File: config.mk
export PLATFORM = sky130hd
export DESIGN_NAME = multicycle_control
export DESIGN_NICKNAME = d
export VERILOG_FILES = /design/src/rtl/multicycle_control.sv
export SDC_FILE = /design/constraint.sdc
export NUM_CORES = 1
export LEC_CHECK = 0
export CAP_MARGIN = 20
export CORE_MARGIN = 4
export CORE_UTILIZATION = 35
export CTS_CLUSTER_DIAMETER = 30
export DETAILED_ROUTE_END_ITERATION = 8
export GPL_TIMING_DRIVEN = 0
export PLACE_DENSITY = 0.77
export SLEW_MARGIN = 20
export SYNTH_ARGS = -nofsm -noshare
export SYNTH_HDL_FRONTEND = slang
export SYNTH_SLANG_ARGS = --single-unit
File: constraint.sdc
create_clock -name i_clk -period 1.5 [get_ports i_clk]
set_input_delay 0.225 -clock i_clk [delete_from_list [all_inputs] [get_ports i_clk]]
set_output_delay 0.225 -clock i_clk [all_outputs]
set_load 0.005 [all_outputs]
File: src/rtl/multicycle_control.sv
// Multi-cycle control FSM for the SOIN-RV RV32I core: sequences fetch/decode/execute/memory/write-back.
// Optional JAL support is compiled in when MC_JAL_EN is defined; otherwise opcode 1101111 traps.
module multicycle_control (
  input  logic       i_clk,
  input  logic       i_rstn,
  input  logic [6:0] i_Opcode,
  input  logic       i_MemReady,
  input  logic       i_Zero,
  output logic       o_MemReq,
  output logic       o_MemWrite,
  output logic       o_IorD,
  output logic       o_IRWrite,
  output logic       o_PCWrite,
  output logic       o_PCWriteCond,
  output logic [1:0] o_PCSource,
  output logic [1:0] o_ALUSrcA,
  output logic [1:0] o_ALUSrcB,
  output logic [1:0] o_ALUOp,
  output logic [2:0] o_ImmSel,
  output logic       o_RegWrite,
  output logic       o_MemToReg,
  output logic       o_IllegalInstr
);

  localparam int unsigned OPC_W   = 7;
  localparam int unsigned STATE_W = 4;

  localparam logic [OPC_W-1:0] OP_LOAD   = 7'b0000011;
  localparam logic [OPC_W-1:0] OP_STORE  = 7'b0100011;
  localparam logic [OPC_W-1:0] OP_ALU_R  = 7'b0110011;
  localparam logic [OPC_W-1:0] OP_ALU_I  = 7'b0010011;
  localparam logic [OPC_W-1:0] OP_BRANCH = 7'b1100011;
`ifdef MC_JAL_EN
  localparam logic [OPC_W-1:0] OP_JAL    = 7'b1101111;
`endif

  typedef enum logic [STATE_W-1:0] {
    S_FETCH     = 4'd0,
    S_DECODE    = 4'd1,
    S_MEM_ADDR  = 4'd2,
    S_MEM_READ  = 4'd3,
    S_MEM_WB    = 4'd4,
    S_MEM_WRITE = 4'd5,
    S_EXEC_R    = 4'd6,
    S_EXEC_I    = 4'd7,
    S_ALU_WB    = 4'd8,
    S_BRANCH    = 4'd9,
    S_JAL       = 4'd10,
    S_TRAP      = 4'd11
  } state_t;

  state_t state_q;
  state_t state_d;

  // State register; reset lands in FETCH
  always_ff @(posedge i_clk or negedge i_rstn) begin
    if (!i_rstn) begin
      state_q <= S_FETCH;
    end else begin
      state_q <= state_d;
    end
  end

  // Next-state and state-decoded outputs; IR/PC strobes are held off while reset is asserted
  always_comb begin
    state_d        = state_q;
    o_MemReq       = 1'b0;
    o_MemWrite     = 1'b0;
    o_IorD         = 1'b0;
    o_IRWrite      = 1'b0;
    o_PCWrite      = 1'b0;
    o_PCWriteCond  = 1'b0;
    o_PCSource     = 2'b00;
    o_ALUSrcA      = 2'b00;
    o_ALUSrcB      = 2'b00;
    o_ALUOp        = 2'b00;
    o_ImmSel       = 3'b000;
    o_RegWrite     = 1'b0;
    o_MemToReg     = 1'b0;
    o_IllegalInstr = 1'b0;

    unique case (state_q)
      S_FETCH: begin
        o_MemReq  = 1'b1;
        o_ALUSrcB = 2'b01;
        if (i_MemReady) begin
          o_IRWrite = i_rstn;
          o_PCWrite = i_rstn;
          state_d   = S_DECODE;
        end
      end

      S_DECODE: begin
        o_ALUSrcA = 2'b10;
        o_ALUSrcB = 2'b10;
        o_ImmSel  = 3'b010;
        case (i_Opcode)
          OP_LOAD, OP_STORE: state_d = S_MEM_ADDR;
          OP_ALU_R:          state_d = S_EXEC_R;
          OP_ALU_I:          state_d = S_EXEC_I;
          OP_BRANCH:         state_d = S_BRANCH;
`ifdef MC_JAL_EN
          OP_JAL:            state_d = S_JAL;
`endif
          default:           state_d = S_TRAP;
        endcase
      end

      S_MEM_ADDR: begin
        o_ALUSrcA = 2'b01;
        o_ALUSrcB = 2'b10;
        if (i_Opcode == OP_STORE) begin
          o_ImmSel = 3'b001;
          state_d  = S_MEM_WRITE;
        end else begin
          state_d  = S_MEM_READ;
        end
      end

      S_MEM_READ: begin
        o_MemReq = 1'b1;
        o_IorD   = 1'b1;
        if (i_MemReady) state_d = S_MEM_WB;
      end

      S_MEM_WB: begin
        o_RegWrite = 1'b1;
        o_MemToReg = 1'b1;
        state_d    = S_FETCH;
      end

      S_MEM_WRITE: begin
        o_MemReq   = 1'b1;
        o_MemWrite = 1'b1;
        o_IorD     = 1'b1;
        if (i_MemReady) state_d = S_FETCH;
      end

      S_EXEC_R: begin
        o_ALUSrcA = 2'b01;
        o_ALUOp   = 2'b10;
        state_d   = S_ALU_WB;
      end

      S_EXEC_I: begin
        o_ALUSrcA = 2'b01;
        o_ALUSrcB = 2'b10;
        o_ALUOp   = 2'b10;
        state_d   = S_ALU_WB;
      end

      S_ALU_WB: begin
        o_RegWrite = 1'b1;
        state_d    = S_FETCH;
      end

      // BEQ only: funct3 is not decoded
      S_BRANCH: begin
        o_ALUSrcA     = 2'b01;
        o_ALUOp       = 2'b01;
        o_PCSource    = 2'b01;
        o_PCWriteCond = 1'b1;
        o_PCWrite     = i_Zero;
        state_d       = S_FETCH;
      end

`ifdef MC_JAL_EN
      S_JAL: begin
        o_ImmSel   = 3'b011;
        o_ALUSrcA  = 2'b10;
        o_ALUSrcB  = 2'b10;
        o_PCWrite  = 1'b1;
        o_RegWrite = 1'b1;
        state_d    = S_FETCH;
      end
`endif

      S_TRAP: begin
        o_IllegalInstr = 1'b1;
        state_d        = S_TRAP;
      end

      // Unreachable encodings are treated as a fault
      default: begin
        state_d = S_TRAP;
      end
    endcase
  end

endmodule
* Word level (Yosys, flattened, before mapping)
Cells that the tools add are included.
** Word-level totals
- Register bits after elaboration :: 4
- Input bits :: 11
- Output and inout port bits :: 20
- Word-level logic and storage cells :: 51
** Cells by class
- Eq/ne operators :: 18
- Muxes and demuxes :: 22
- Reductions and logical operators :: 10
** Operator list (number)
- $pmux W4 S7 :: 1
- $eq A4 B3 Y1 const B :: 4
- $pmux W2 S2 :: 4
- $pmux W4 S4 :: 1
- $eq A7 B6 Y1 const B :: 2
- $eq A4 B4 Y1 const B :: 3
- $mux W4 :: 3
- $mux W1 :: 11
- $reduce_or A3 Y1 :: 3
- $eq A4 B2 Y1 const B :: 2
- $reduce_or A2 Y1 :: 4
- $eq A7 B2 Y1 const B :: 1
- $eq A7 B5 Y1 const B :: 1
- $eq A7 B7 Y1 const B :: 1
- $ne A2 B2 Y1 const B :: 3
- $eq A4 B1 Y1 const B :: 1
- $logic_not A4 Y1 :: 1
- $reduce_or A4 Y1 :: 1
- $mux W3 :: 1
- $reduce_and A3 Y1 :: 1
- $pmux W1 S2 :: 1

* Logic depth before layout (Yosys ltp)
Gate-level depths: netlist of the first run.
- Depth in word-level cells :: 4
- Gate-level depth with buffers :: 5
- Depth with buffers taken out :: 4

* Worst setup path before layout of the first run
OpenSTA, ideal clock, no wires.
- Path kind :: register -> output
- Start point :: register state_q[0]
- End point :: output o_MemReq
- Data arrival time :: 1.165 ns
- Required time :: 1.275 ns
- Path slack :: 0.110 ns
- Stages on the path, launching flop included :: 5
- Path buffers :: 1
- Cells stage by stage :: dfrtp_1 > clkbuf_1 > inv_1 > nor3_1 > or2_1
** On the way
- Cells in the longest elaborated chain, start to end :: 3
- Elaborated cells on any way between the ends :: 5
- Classes of those cells :: eq/ne (2); mux (1); reduce/logical (2)
** Ends and longest elaborated chain
- start, declared :: line 52 : state_t state_q;
- start signal, assigned :: line 60 : state_q <= state_d;
- $eq A4 B3 Y1 (tied with other cells) :: line 82 : unique case (state_q)
- $reduce_or A3 Y1 (no line) (*)
- $mux W1 (*) :: line 82
- end, declared :: line 9 : output logic o_MemReq,
Every way passes the cells marked *; elsewhere a longest branch is shown, timed or not.

* Worst setup path after layout of the first run
- Start point :: register state_q[3]
- End point :: output o_PCWrite
** On the way
- Cells in the longest elaborated chain, start to end :: 2
- Elaborated cells on any way between the ends :: 3
- Classes of those cells :: eq/ne (1); mux (1); reduce/logical (1)
** Ends and longest elaborated chain
- $eq A4 B4 Y1 / $logic_not A4 Y1 (equally long branches) :: line 82
- $pmux W1 S2 (*) :: line 82
- end, declared :: line 13 : output logic o_PCWrite,
Marked as above.

==> metrics, run 1 <==
Filler Cells Inserted=21; type of the tightest min-delay check=input port to asynchronous set/reset pin; Seq/Total Area, Yosys=19.9%; Seq cells post-synth=4; number of buffers between clock root and the deepest sink=2; row cnt=13; Final setup viols=21; initial core utilization=37.8%; final worst path period need=1840 ps; post-route setup TNS=-3440 ps; x dimension of the die=46.0 um; detailed-route wire length=3.75 mm; First DRT Iteration DRCs=70; number of violations of the max-capacitance limit=0; startpoint type of the worst setup path=flop; Final Non-Filler Cells=148; largest cells by area after synthesis=sky130_fd_sc_hd__dfrtp_1 20%, sky130_fd_sc_hd__nor2_1 8.2%, sky130_fd_sc_hd__nor3_1 6.9%; Layout Utilization=97.5%; Routed wire per std cell=25.3 um; total number of nets in the final design=146; Post-Syn Area per Cell=7.00 um^2; global-route wire length before repair=3.98 mm; number of max-slew violations in the final report=0; Total Die Area=0.00211 mm^2; list of most frequent post-synthesis cells=11 x sky130_fd_sc_hd__nor2_1, 7 x sky130_fd_sc_hd__nor3_1, 5 x sky130_fd_sc_hd__nand2b_1; Post-Place Cell Area=807 um^2; count of pins on the block boundary=31; average vias per placed instance=6.41; depth of the worst register-to-register path=8; number of buffers created by CTS=3; fraction of the cycle the final worst path needs=122%; total global routing overflow=0; Critical Path Sink Type=primary output; ys flop type=sky130_fd_sc_hd__dfrtp_1; Post-Route Skew=4.26 ps; clock sink total=4; vertical extent of the die=46.0 um; area of the multi-input gates=542 um^2; Pre-Repair DR Iteration Count=5; TritonCTS clock tree=built; cell area after layout=0.00130 mm^2; number of distinct library cell variants in the gate-level netlist after synthesis=30; H-tree depth reported by CTS=1; run status=finished, violations left; overall via count from detail_route=949; pre-CTS setup slack=-835 ps; number of warnings issued by yosys=0; ys async rst share=100%; Port Buffer Count=28; layout cell share with drive strength beyond 1=66.9%; area share of the leading cell type in the synthesized netlist=19.9%; placed instance count=116; PD cells=2230 mW/mm^2; end of the worst register-to-register path=state_q[0]; Top reg by flops=state_q; number of synthesized flops with an enable pin=0; post-synthesis instance area=504 um^2; leakage component of the power=0.622 nW; worst skew pair latency=240 ps; highest ir drop seen on vdd=0.00176 V; Final HPWL DP=1.18 mm; smallest setup slack after layout=-336 ps; DR DRC count=0; gate count of the mapped netlist=72; total count of hold-check failures in the final report=0; Top Registers=state_q: 4 flops; register-to-register setup slack=-220 ps; diodes inserted=0; cell type with the highest aggregate area in the netlist=sky130_fd_sc_hd__dfrtp_1; via count of the first global-routing pass=801; Core Area=0.00133 mm^2; sequential standard cell area=104 um^2; cell chosen for the clock root=sky130_fd_sc_hd__clkbuf_4; required time at the endpoint of the critical path=1270 ps; layout overhead on the synthesized area=158%; library cell with the highest instance count after synthesis=sky130_fd_sc_hd__nor2_1; violations in the final reports=negative setup slack; origin of the critical flop-to-flop path=state_q[2]; largest net degree at the start of global routing=11; maximum operating frequency=545 MHz; critical path type=flop to primary output; unrepaired setup endpoints after global routing=yes; Largest register FFs=4; crit path max fanout=3; combined global-route utilization of all metal layers=27.2%; Antenna Nets Post-Route=0; initial antenna violation count=0; clock transition at the register clock pins on the worst setup and hold paths after CTS=50 ps; GPL Wtd Cong=0.863; Data arrival, critical path=1610 ps
cells by family after synthesis:
group / after synthesis / synth area share [%]
other: 1 / 0.744
xor gates and xnor gates: 1 / 1.74
and+or+nand+nor: 34 / 38.7
buffers and inverters: 13 / 12.7
AOI/OAI and AO/OA: 19 / 26.3
DFF: 4 / 19.9
cell usage in the layout, fill, tap and decap left out, types with 4 or more instances in the layout:
| master | synthesis | routed |
|---|---|---|
| sky130_fd_sc_hd__buf_2 | 0 | 13 |
| sky130_fd_sc_hd__buf_4 | 4 | 14 |
| sky130_fd_sc_hd__buf_6 | 0 | 23 |
| sky130_fd_sc_hd__dlygate4sd2_1 | 0 | 8 |
| sky130_fd_sc_hd__nor2_1 | 11 | 6 |
| sky130_fd_sc_hd__nor2_4 | 0 | 4 |
final cells by class:
type | instances | share of cell area (%)
buffer | 8 | 6.93
clock buffer | 3 | 1.73
inverter | 4 | 1.35
multi-input combinational | 56 | 41.7
sequential | 4 | 7.99
tap | 15 | 1.44
timing repair buffer | 58 | 38.9
power by group:
part           leakage [nW]  internal, mW  switching (mW)  total, mW
combinational         0.564          1.29            1.19       2.48
clock                0.0138        0.0903          0.0552      0.145
sequential           0.0445         0.168           0.110      0.277
total                 0.622          1.55            1.36       2.90
worst max-delay path by stage:
stage,slack [ps],from,end,depth (start not counted)
floorplan,110,state_q[0],o_MemReq,4
global placement,-800,i_Opcode[1],o_ImmSel[0],5
detailed placement,-840,i_Opcode[1],o_ImmSel[0],5
CTS,-260,state_q[0],o_ImmSel[0],3
global route,-430,state_q[3],o_PCWrite,6
finish,-340,state_q[3],o_PCWrite,6
what timing repair did:
item	CTS	global route
setup endpoints to repair	20	22
setup buffers	29	4
pin swaps	14	10
hold buffers	0	0
gates cloned	0	0
resized for setup	119	34
metrics by stage:
step | hold WS [ps] | power, mW
after floorplan | -70.6 | 0.833
after global placement | 439 | 1.33
after detailed placement | 447 | 1.35
after CTS | 196 | 2.25
after global routing | 214 | 3.01
final | 205 | 2.90
worst max-delay path: stages, from the launching register on:
cell and delay, ps:
sky130_fd_sc_hd__dfrtp_1 430, sky130_fd_sc_hd__buf_6 150, sky130_fd_sc_hd__nor4_4 230, sky130_fd_sc_hd__and3_1 240
sky130_fd_sc_hd__buf_4 120, sky130_fd_sc_hd__a21o_1 90, sky130_fd_sc_hd__buf_2 110
metal layers:
layer / vias to the layer above / share of wire (%) / GRT usage [%]
met5: - / 0 / 0
met4: 0 / 6.7 / 5.68
met3: 30 / 13 / 8.70
met2: 99 / 44 / 45.1
met1: 445 / 36 / 34.0
li1: 375 / - / -
Power figures use the tool's default switching activity.
==> inputs of run 2 (changes only) <==
--- a/config.mk
+++ b/config.mk
@@ -10,6 +10,7 @@
 export CORE_UTILIZATION = 35
 export CTS_CLUSTER_DIAMETER = 30
 export DETAILED_ROUTE_END_ITERATION = 8
+export GPL_ROUTABILITY_DRIVEN = 0
 export GPL_TIMING_DRIVEN = 0
 export PLACE_DENSITY = 0.77
 export SLEW_MARGIN = 20
==> results of run 2 <==
Final layout, timing and power as in run 1 (identical DEF).
==> inputs of run 3 (changes only) <==
--- a/config.mk
+++ b/config.mk
@@ -6,14 +6,15 @@
 export NUM_CORES = 1
 export LEC_CHECK = 0
 export CAP_MARGIN = 20
-export CORE_MARGIN = 4
+export CORE_MARGIN = 2
 export CORE_UTILIZATION = 35
 export CTS_CLUSTER_DIAMETER = 30
 export DETAILED_ROUTE_END_ITERATION = 8
 export GPL_ROUTABILITY_DRIVEN = 0
 export GPL_TIMING_DRIVEN = 0
 export PLACE_DENSITY = 0.77
-export SLEW_MARGIN = 20
+export RECOVER_POWER = 50
+export SLEW_MARGIN = 40
 export SYNTH_ARGS = -nofsm -noshare
 export SYNTH_HDL_FRONTEND = slang
 export SYNTH_SLANG_ARGS = --single-unit
==> metrics, run 3 <==
post-synthesis mux area share=0%; library cell with the highest instance count after synthesis=sky130_fd_sc_hd__nor2_1; row cnt=13; number of warnings issued by yosys=0; run status=aborted with a tool error; number of buffers created by CTS=3; placed instance count=116; vertical extent of the die=42.0 um; list of most frequent post-synthesis cells=11 x sky130_fd_sc_hd__nor2_1, 7 x sky130_fd_sc_hd__nor3_1, 5 x sky130_fd_sc_hd__nand2b_1; terminating stage of the flow=global routing; ys async rst share=100%; hold buffer count at cts=0; ys flop type=sky130_fd_sc_hd__dfrtp_1; tool error message=[ERROR DPL-0033] detailed placement checks failed during check placement.; basic-gate share of the synthesized area counting and, or, nand and nor cells=38.7%; cell type with the highest aggregate area in the netlist=sky130_fd_sc_hd__dfrtp_1; number of distinct library cell variants in the gate-level netlist after synthesis=30; gate count of the mapped netlist=72; area share of the leading cell type in the synthesized netlist=19.9%; largest net degree at the start of global routing=11; Seq cells post-synth=4; classification of the worst endpoint=top-level output; number of synthesized flops with an enable pin=0; count of pins on the block boundary=31; Port Buffer Count=28; largest cells by area after synthesis=sky130_fd_sc_hd__dfrtp_1 20%, sky130_fd_sc_hd__nor2_1 8.2%, sky130_fd_sc_hd__nor3_1 6.9%; initial core utilization=38.3%; post-synthesis share of cell area spent on full adders, half adders and majority gates=0%; x dimension of the die=42.0 um; clock sink total=4; synthesized-area fraction occupied by xor and xnor cells=1.74%; Final HPWL DP=1.05 mm; combinational family with the most area after synthesis=simple AND/OR/NAND/NOR gates; complex-gate fraction of the synthesized area=26.3%; worst-slack endpoint at the end of global-route timing repair=o_PCWrite; Seq/Total Area, Yosys=19.9%; cell chosen for the clock root=sky130_fd_sc_hd__clkbuf_4; H-tree depth reported by CTS=1; post-synthesis instance area=504 um^2; number of buffers between clock root and the deepest sink=2; Post-Syn Area per Cell=7.00 um^2; initial antenna violation count=0
run 3: kinds of logic after synthesis:
| kind of cell | after synthesis |
|---|---|
| XOR/XNOR | 1 |
| buffers and inverters | 13 |
| flip-flops | 4 |
| AO/OA/AOI/OAI | 19 |
| AND/OR/NAND/NOR | 34 |
| other | 1 |
run 3: timing repair:
action / CTS
resized for setup: 109
setup buffers: 18
pin swaps: 9
setup endpoints to repair: 20
cloned: 0
run 3: metrics by stage:
| stage | utilization (%) | cell area [um^2] | worst slack (ps) | hold slack, ps |
|---|---|---|---|---|
| global placement | 61.3 | 807 | -814 | 440 |
| floorplan | - | 508 | 110 | -70.6 |
| CTS | 79.8 | 1050 | -280 | 195 |
| detailed placement | 61.3 | 807 | -789 | 448 |
==> inputs of run 4 (changes only) <==
--- a/config.mk
+++ b/config.mk
@@ -6,13 +6,12 @@
 export NUM_CORES = 1
 export LEC_CHECK = 0
 export CAP_MARGIN = 20
-export CORE_MARGIN = 2
-export CORE_UTILIZATION = 35
-export CTS_CLUSTER_DIAMETER = 30
+export CORE_AREA = 2 2 63 65
 export DETAILED_ROUTE_END_ITERATION = 8
+export DIE_AREA = 0 0 65 67
 export GPL_ROUTABILITY_DRIVEN = 0
 export GPL_TIMING_DRIVEN = 0
-export PLACE_DENSITY = 0.77
+export PLACE_DENSITY_LB_ADDON = 0.15
 export RECOVER_POWER = 50
 export SLEW_MARGIN = 40
 export SYNTH_ARGS = -nofsm -noshare
==> metrics, run 4 (same netlist as run 1, synthesis figures left out) <==
run status=finished, violations left; violations in the final reports=negative setup slack; crit path max fanout=3; PD cells=1900 mW/mm^2; largest net degree at the start of global routing=11; Critical Path Sink Type=primary output; count of pins on the block boundary=31; number of max-slew violations in the final report=0; unrepaired setup endpoints after global routing=yes; average vias per placed instance=4.14; Pre-Repair DR Iteration Count=4; required time at the endpoint of the critical path=1270 ps; maximum operating frequency=574 MHz; row cnt=22; vertical extent of the die=67 um; hold buffer count at cts=0; Port Buffer Count=28; x dimension of the die=65 um; detailed-route wire length=2.18 mm; initial core utilization=14.0%; cell type group with the largest total delay on the critical path=simple AND/OR/NAND/NOR gates; layout cell share with drive strength beyond 1=64.9%; pre-CTS setup slack=-812 ps; worst-path cell with the longest stage delay=sky130_fd_sc_hd__or4_4; Routed wire per std cell=12.2 um; Data arrival, critical path=1520 ps; fraction of the cycle the final worst path needs=116%; via count of the first global-routing pass=722; number of violations of the max-capacitance limit=0; TritonCTS clock tree=built; Largest register FFs=4; Top Registers=state_q: 4 flops; diodes inserted=0; highest ir drop seen on vdd=0.000466 V; Layout Utilization=36.6%; Final HPWL DP=1.31 mm; Hold Slack=294 ps; clock sink total=4; Total Die Area=0.00436 mm^2; highest-count cells in the layout ignoring fill and taps=20 x sky130_fd_sc_hd__buf_4, 18 x sky130_fd_sc_hd__buf_6, 10 x sky130_fd_sc_hd__buf_2; total count of hold-check failures in the final report=0; total global routing overflow=0; type of the tightest min-delay check=input port to asynchronous set/reset pin; smallest setup slack after layout=-242 ps; critical path cell sequence=buf_6 -> or4_4 -> nor3_2 -> buf_2; worst skew pair latency=210 ps; Final setup viols=13; total buffers and inverters traversed by the critical path=2; clock transition at the register clock pins on the worst setup and hold paths after CTS=30 ps; critical path type=flop to primary output; number of buffers between clock root and the deepest sink=2; leakage component of the power=0.615 nW; Post-Place Cell Area=848 um^2; Antenna Nets Post-Route=0; DR DRC count=0; First DRT Iteration DRCs=15; overall via count from detail_route=741; global-route wire length before repair=3.33 mm; Post-Route Skew=1.91 ps; cell area after layout=0.00132 mm^2; startpoint type of the worst setup path=flop; cell chosen for the clock root=sky130_fd_sc_hd__clkbuf_8; most common library cell in the layout ignoring fill and taps=sky130_fd_sc_hd__buf_4; Top reg by flops=state_q; Core Area=0.00361 mm^2; initial antenna violation count=0; crit-path max cell delay=510 ps; H-tree depth reported by CTS=1; final worst path period need=1740 ps; total number of nets in the final design=144; layout overhead on the synthesized area=162%; number of buffers created by CTS=3; register-to-register setup slack=-190 ps; combined global-route utilization of all metal layers=10.1%
==> run 4: final timing paths <==
path	start	endpoint	cells after the start
worst max register to register	state_q[0]	state_q[2]	6
worst min register to register	state_q[3]	state_q[2]	3
max in group asynchronous	i_rstn	state_q[2]	1
min in group i_clk	i_Opcode[6]	state_q[0]	3
worst min-delay path	i_rstn	state_q[3]	1
worst max-delay path	state_q[0]	o_ImmSel[0]	4
==> run 4: metal layers <==
metal  track usage [%]  up-vias  share of wire, %
met5                 0        -                 0
met4              4.52        0              0.96
met3              3.04        2               9.0
met2              17.4       37                50
met1              11.5      331                40
li1                  -      371                 -
==> run 4: layout make-up <==
class | count | area, um^2
plain buffers | 5 | 41.3
clock buffers | 3 | 41.3
fillers | 370 | 2280
inverters | 4 | 30.0
multi-input cells | 56 | 519
flip-flops and latches | 4 | 104
well taps | 48 | 60.1
repair buffers | 59 | 526
==> run 4: where the power goes <==
group          internal [mW]  switching [mW]
Sequential             0.168          0.0712
Clock                  0.171          0.0514
Combinational           1.13           0.919
Total                   1.47            1.04
==> run 4: repair_timing <==
| item | in CTS | in global routing |
|---|---|---|
| setup buffers | 19 | 12 |
| resized for setup | 106 | 43 |
| cloned | 0 | 0 |
| pin swaps | 9 | 13 |
| setup endpoints to repair | 20 | 19 |
==> run 4: worst register-to-register path, cell delays in order, from the launching register on <==
cell	delay (ps)
sky130_fd_sc_hd__dfrtp_2	420
sky130_fd_sc_hd__buf_6	120
sky130_fd_sc_hd__or4_4	510
sky130_fd_sc_hd__buf_6	140
sky130_fd_sc_hd__buf_6	100
sky130_fd_sc_hd__a211o_1	260
sky130_fd_sc_hd__o31ai_2	60
==> run 4: through the flow <==
| stage | power (mW) | cells | setup TNS, ps |
|---|---|---|---|
| after floorplan | 0.833 | 73 | 0 |
| after global placement | 1.38 | 149 | -8270 |
| after detailed placement | 1.37 | 149 | -8070 |
| after CTS | 2.22 | 170 | -1130 |
| after global routing | 2.68 | 179 | -2100 |
| final | 2.51 | 179 | -1380 |
